==> src/rtl/riscvio2i_core_scoreboard_pkg.sv <==
// riscvio2i_core_scoreboard_pkg: shared encodings, widths and default latencies for the issue scoreboard.
package riscvio2i_core_scoreboard_pkg;

    typedef enum logic [1:0] {
        FU_ALU = 2'd0,
        FU_MEM = 2'd1,
        FU_MUL = 2'd2,
        FU_RSV = 2'd3
    } fu_e;

    localparam int CNT_W       = 3;
    localparam int RSV_DEPTH   = 5;
    localparam int DEF_ALU_LAT = 1;
    localparam int DEF_MEM_LAT = 2;
    localparam int DEF_MUL_LAT = 4;

    // The reserved encoding behaves like an ALU op.
    function automatic logic [CNT_W-1:0] fu_lat(input logic [1:0] fu, input int alu, input int mem, input int mul);
        return (fu == FU_MEM) ? CNT_W'(mem) : (fu == FU_MUL) ? CNT_W'(mul) : CNT_W'(alu);
    endfunction

endpackage

==> src/rtl/riscvio2i_core_wb_reservation.sv <==
// riscvio2i_core_wb_reservation: writeback-port booking shift register; slot k is the port k cycles from now.
module riscvio2i_core_wb_reservation
    import riscvio2i_core_scoreboard_pkg::*;
(
    input  logic                 clk,
    input  logic                 reset,
    input  logic                 set_i,
    input  logic [CNT_W-1:0]     set_slot_i,
    input  logic [4:0]           set_rd_i,
    input  logic [1:0]           set_fu_i,
    output logic [RSV_DEPTH-1:0] busy_o,
    output logic                 wb_val_o,
    output logic [4:0]           wb_rd_o,
    output logic [1:0]           wb_fu_o
);

    logic [RSV_DEPTH-1:0] rsv_q, rsv_d;
    logic [4:0]           rd_q [RSV_DEPTH];
    logic [4:0]           rd_d [RSV_DEPTH];
    logic [1:0]           fu_q [RSV_DEPTH];
    logic [1:0]           fu_d [RSV_DEPTH];

    always_comb begin
        rsv_d = rsv_q >> 1;
        for (int k = 0; k < RSV_DEPTH - 1; k++) begin
            rd_d[k] = rd_q[k+1];
            fu_d[k] = fu_q[k+1];
        end
        rd_d[RSV_DEPTH-1] = '0;
        fu_d[RSV_DEPTH-1] = '0;
        if (set_i) begin
            rsv_d[set_slot_i] = 1'b1;
            rd_d[set_slot_i]  = set_rd_i;
            fu_d[set_slot_i]  = set_fu_i;
        end
    end

    always_ff @(posedge clk) begin
        if (reset) begin
            rsv_q <= '0;
            rd_q  <= '{default: '0};
            fu_q  <= '{default: '0};
        end else begin
            rsv_q <= rsv_d;
            rd_q  <= rd_d;
            fu_q  <= fu_d;
        end
    end

    assign busy_o   = rsv_q;
    assign wb_val_o = rsv_q[0];
    assign wb_rd_o  = rsv_q[0] ? rd_q[0] : '0;
    assign wb_fu_o  = rsv_q[0] ? fu_q[0] : '0;

endmodule

==> src/rtl/riscvio2i_core_scoreboard.sv <==
// riscvio2i_core_scoreboard: in-order issue scheduler tracking pending destinations and the shared writeback port.
module riscvio2i_core_scoreboard
    import riscvio2i_core_scoreboard_pkg::*;
#(
    parameter int ALU_LAT = DEF_ALU_LAT,
    parameter int MEM_LAT = DEF_MEM_LAT,
    parameter int MUL_LAT = DEF_MUL_LAT
) (
    input  logic       clk,
    input  logic       reset,
    input  logic       issue_val,
    input  logic [1:0] issue_fu,
    input  logic [4:0] rs1,
    input  logic       rs1_en,
    input  logic [4:0] rs2,
    input  logic       rs2_en,
    input  logic [4:0] rd,
    input  logic       rd_en,
    output logic       stall,
    output logic       stall_raw,
    output logic       stall_waw,
    output logic       stall_struct,
    output logic       rs1_byp,
    output logic       rs2_byp,
    output logic       wb_val,
    output logic [4:0] wb_rd,
    output logic [1:0] wb_fu
);

    logic [31:0]          pend_q, pend_d;
    logic [CNT_W-1:0]     cnt_q [32];
    logic [CNT_W-1:0]     cnt_d [32];
    logic [CNT_W-1:0]     lat, slot;
    logic [RSV_DEPTH-1:0] busy;
    logic                 writes, s1_hit, s2_hit, s1_now, s2_now, raw, waw, strct, wr_fire;
    logic                 wbv;
    logic [4:0]           wbr;
    logic [1:0]           wbf;

    assign lat    = fu_lat(issue_fu, ALU_LAT, MEM_LAT, MUL_LAT);
    assign slot   = lat - 1'b1;
    assign writes = rd_en && rd != 5'd0;

    // A source whose producer writes back this cycle is taken from the bus instead of stalling.
    assign s1_hit = rs1_en && rs1 != 5'd0 && pend_q[rs1];
    assign s2_hit = rs2_en && rs2 != 5'd0 && pend_q[rs2];
    assign s1_now = cnt_q[rs1] == '0;
    assign s2_now = cnt_q[rs2] == '0;
    assign raw    = (s1_hit && !s1_now) || (s2_hit && !s2_now);
    assign waw    = writes && pend_q[rd] && cnt_q[rd] >= slot;
    assign strct  = writes && busy[lat];

    assign stall_raw    = !reset && raw;
    assign stall_waw    = !reset && waw;
    assign stall_struct = !reset && strct;
    assign stall        = stall_raw || stall_waw || stall_struct;
    assign rs1_byp      = !reset && s1_hit && s1_now;
    assign rs2_byp      = !reset && s2_hit && s2_now;
    assign wr_fire      = issue_val && !stall && !reset && writes;

    always_comb begin
        pend_d = pend_q;
        cnt_d  = cnt_q;
        for (int r = 1; r < 32; r++) begin
            pend_d[r] = pend_q[r] && cnt_q[r] != '0;
            cnt_d[r]  = (cnt_q[r] != '0) ? cnt_q[r] - 1'b1 : cnt_q[r];
        end
        if (wr_fire) begin
            pend_d[rd] = 1'b1;
            cnt_d[rd]  = slot;
        end
    end

    always_ff @(posedge clk) begin
        if (reset) begin
            pend_q <= '0;
            cnt_q  <= '{default: '0};
        end else begin
            pend_q <= pend_d;
            cnt_q  <= cnt_d;
        end
    end

    riscvio2i_core_wb_reservation u_rsv (
        .clk        (clk),
        .reset      (reset),
        .set_i      (wr_fire),
        .set_slot_i (slot),
        .set_rd_i   (rd),
        .set_fu_i   (issue_fu),
        .busy_o     (busy),
        .wb_val_o   (wbv),
        .wb_rd_o    (wbr),
        .wb_fu_o    (wbf)
    );

    assign wb_val = !reset && wbv;
    assign wb_rd  = reset ? 5'd0 : wbr;
    assign wb_fu  = reset ? 2'd0 : wbf;

endmodule

==> config.mk <==
export PLATFORM = sky130hd
export DESIGN_NAME = riscvio2i_core_scoreboard
export DESIGN_NICKNAME = d
export VERILOG_FILES = /design/src/rtl/riscvio2i_core_scoreboard_pkg.sv /design/src/rtl/riscvio2i_core_wb_reservation.sv /design/src/rtl/riscvio2i_core_scoreboard.sv
export SDC_FILE = /design/constraint.sdc
export NUM_CORES = 1
export LEC_CHECK = 0
export BUFFER_PORTS_ARGS = -buffer_cell sky130_fd_sc_hd__buf_2
export CAP_MARGIN = 20
export CORE_MARGIN = 8
export CORE_UTILIZATION = 38
export CTS_CLUSTER_SIZE = 28
export DETAILED_ROUTE_END_ITERATION = 8
export PLACE_DENSITY = 0.57
export SYNTH_ARGS = -nofsm -noshare
export SYNTH_HDL_FRONTEND = slang
export SYNTH_SLANG_ARGS = --single-unit
==> constraint.sdc <==
create_clock -name clk -period 4.95 [get_ports clk]
set_input_delay 0.495 -clock clk [delete_from_list [all_inputs] [get_ports clk]]
set_output_delay 0.495 -clock clk [all_outputs]
set_load 0.05 [all_outputs]
==> summary.md <==
| Metric | Value |
|---|---|
| Synthesized area | roughly 12000 um^2 |
| Number of global-route vias before repair | ~8700 |
| First-pass DRT Iterations | 5 |
| Top post-synthesis cells by area | dfxtp_1 (29%), ha_1 (11%), mux4_2 (9.5%) |
| Critical-path top delay cell | buf_2 |
| Area Overhead vs Synth | 9.05% |
| Worst VDD drop | 0.000211 V |
| Clock sinks | about 170 |
| Critical Path Source Type | input port |
| Pin count of the biggest net entering global routing | 68 |
| CP Buf/Inv Count | 2 |
| Period utilisation layout | 0.819 |
| H-tree Lvls | 4 |
| CP cell instances | buf_2 -> mux4_2 -> a22oi_1 -> and4_1 -> ha_1 -> nand2b_1 -> a21o_1 -> a21o_1 -> a31oi_2 -> nand3_1 -> buf_2 |
| DR DRC count | 0 |
| Setup TNS | 0 ns |
| Die Wd | roughly 190 um |
| Top cell type by total area after synthesis | dfxtp_1 |
| Period minus WS final | just over 4 ns |
| Endpoints failing setup | 0 |
| Fillers | about 3000 |
| Most common cell after layout, fill and taps aside | dfxtp_1 |
| First-pass GRT wire length | a little over 50 mm |
| Later-pin clock latency in the skew report | approximately 0.45 ns |
| Hpwl dp | approximately 23 mm |
| Vias | around 9000 |
| Static leakage | between 5 and 6 nW |
| Worst endpoint data arrival time | approximately 3.6 ns |
| Clock root cell | clkbuf_16 |
| Core area | 30300 um^2 |
| Post-synthesis cell type count | 67 |
| Register bit total from synthesis | 168 |
| Average size of a mapped cell | roughly 9.6 um^2 |
| I/O pins | 37 |
| Max-cap violations | 0 |
| Cts hold-fix bufs | 0 |
| Post-CTS Setup Inserts | 0 |
| Die Span Y | around 190 um |
| Min-Delay Path Class | in -> reg |
| Worst setup path category | in -> out |
| CTS Buf Count | 17 |
| Status | completed |
| Routed WL | roughly 32 mm |
| CTS max path bufs | 2 |
| FP Rows | between 60 and 70 |
| Register area share after synthesis | 0.289 |
| Critical Path RT | ~4.5 ns |
| Most frequent cells in the layout | dfxtp_1 (168), inv_1 (135), nor2_1 (112), ha_1 (100), nand2_1 (76) |
| Iter 0 DRT Violations | 648 |
| Worst-margin pin slew | 0.913 ns |
| Synth Warn # | 0 |
| Overflow after GRT | 0 |
| # port buffers | 36 |
| Layout cells sized above 1 | 0.178 |
| Initial antenna violation count | 1 |
| Skew final | ~0.025 ns |
| Initial Utilization | 0.383 |
| Clock transition at path regs | roughly 0.09 ns |
| CTS tree | built |
| Family with the most delay on the worst path | compound AO/OA/AOI/OAI gates |
| Worst-path fanout max | 29 |
| RSZ-0062 raised after global routing | no |
| Post-synth top area share | 0.289 |
| PD cells | roughly 380 nW/um^2 |
| Detail Route Antenna Nets | 0 |
| Final GP Congestion | about 0.90 |
| Cts repair resizes | 0 |
| Hold Violations, Final | 0 |
| Final Util | 0.418 |
| Antenna cells | 0 |
| Slew Viols, Final | 0 |
| Die area | approximately 36000 um^2 |
| Post-synth EDFFs | 0 |
| Worst setup EP type | output pin |
| Max_slew headroom | 0.390 |
| Via density per instance | between 5 and 6 |
| Dominant synthesized flop cell | dfxtp_1 |
| WL/cell | ~20 um |
| Slowest cell delay on critical path | 0.63 ns |
| Fmax | roughly 250 MHz |
| Post-synthesis cell count | 1216 |
| Syn Nets | about 1300 |
| Final nets | around 1300 |
| Synth async-reset ratio | 0 |
| Total track usage | 0.181 |
==> metrics by stage <==
stage	power (mW)	worst slack [ns]	hold slack, ns	cells	cell area (um^2)
final	4.85	0.897	0.350	1624	12700
after global routing	5.19	0.737	0.367	1624	12700
after CTS	4.88	0.912	0.333	1624	12700
after detailed placement	3.41	0.611	0.438	1592	12000
after global placement	3.37	0.634	0.432	1592	12000
after floorplan	3.04	0.694	0.422	1216	11600
==> registers in the layout (all words and copies together) (netlist names) <==
register and cells:
cnt_q 96, pend_q 32, u_rsv.fu_q 10, u_rsv.rd_q 25
u_rsv.busy_o 5
==> routing by layer <==
| metal | up-vias | GRT usage | wire length, um |
|---|---|---|---|
| met3 | 48 | 0.0323 | 1710 |
| met1 | 4357 | 0.240 | 14700 |
| met5 | - | 0 | 0 |
| met2 | 297 | 0.294 | 15100 |
| li1 | 4216 | - | - |
| met4 | 0 | 0.0591 | 750 |
==> kinds of logic (layout without fill, tap and decap cells) <==
group,Yosys count,count (layout),share of synthesized area
muxes,183,183,0.233
DFF,168,168,0.289
xor gates and xnor gates,31,31,0.0233
and+or+nand+nor,396,396,0.195
AOI/OAI and AO/OA,132,132,0.0733
adders and majority gates,100,100,0.108
buffers and inverters,206,218,0.0786
==> cell type report <==
class	count	area, um^2	share of cell area
multi-input combinational	842	7380	0.581
sequential	168	3360	0.265
inverter	137	514	0.0405
tap	396	495	0.0390
clock buffer	17	425	0.0335
timing repair buffer	49	293	0.0231
clock inverter	15	224	0.0176
==> where the power goes <==
| part | internal [mW] | switching (mW) |
|---|---|---|
| logic | 0.798 | 0.850 |
| clock network | 0.713 | 0.751 |
| registers | 1.52 | 0.218 |
| total | 3.03 | 1.82 |
==> path summary, 6_finish.rpt <==
kind | start | endpoint | slack, ns | depth (start not counted)
setup / recovery | rd[1] | stall | 0.90 | 11
hold / removal | issue_fu[1] | u_rsv.fu_q[5] | 0.35 | 3
setup reg to reg | cnt_q[24] | u_rsv.fu_q[9] | 1.28 | 14
hold reg to reg | u_rsv.fu_q[4] | u_rsv.fu_q[6] | 0.44 | 2
==> cells in the mapped netlist, types with 4 or more instances <==
master,count
nor4_2,7
mux2_4,15
mux4_1,8
buf_1,8
xor2_1,31
mux4_2,49
nand3_1,14
nand4_1,4
nor3_2,16
o31ai_1,4
buf_4,5
nor3_1,29
and3_1,12
a21oi_1,73
nor4_1,15
nor3b_1,5
clkbuf_1,36
a22oi_1,18
ha_1,100
nor2_1,114
nand2b_1,37
buf_2,5
buf_6,14
mux2_1,45
mux2i_1,62
inv_1,136
nor2b_1,8
a311oi_1,4
nand3_2,29
mux2_2,4
nand2_1,76
dfxtp_1,168
and2_1,9
==> worst register-to-register path: cells and delay by family (launching register included) <==
kind / cells / cell delay [ns]
fa+ha+maj: 1 / 0.23
buf+inv: 2 / 0.46
mux: 2 / 0.71
simple gates: 5 / 0.90
flops: 1 / 0.36
compound gates: 4 / 0.94
No activity file was read; power rests on OpenSTA's default activity.
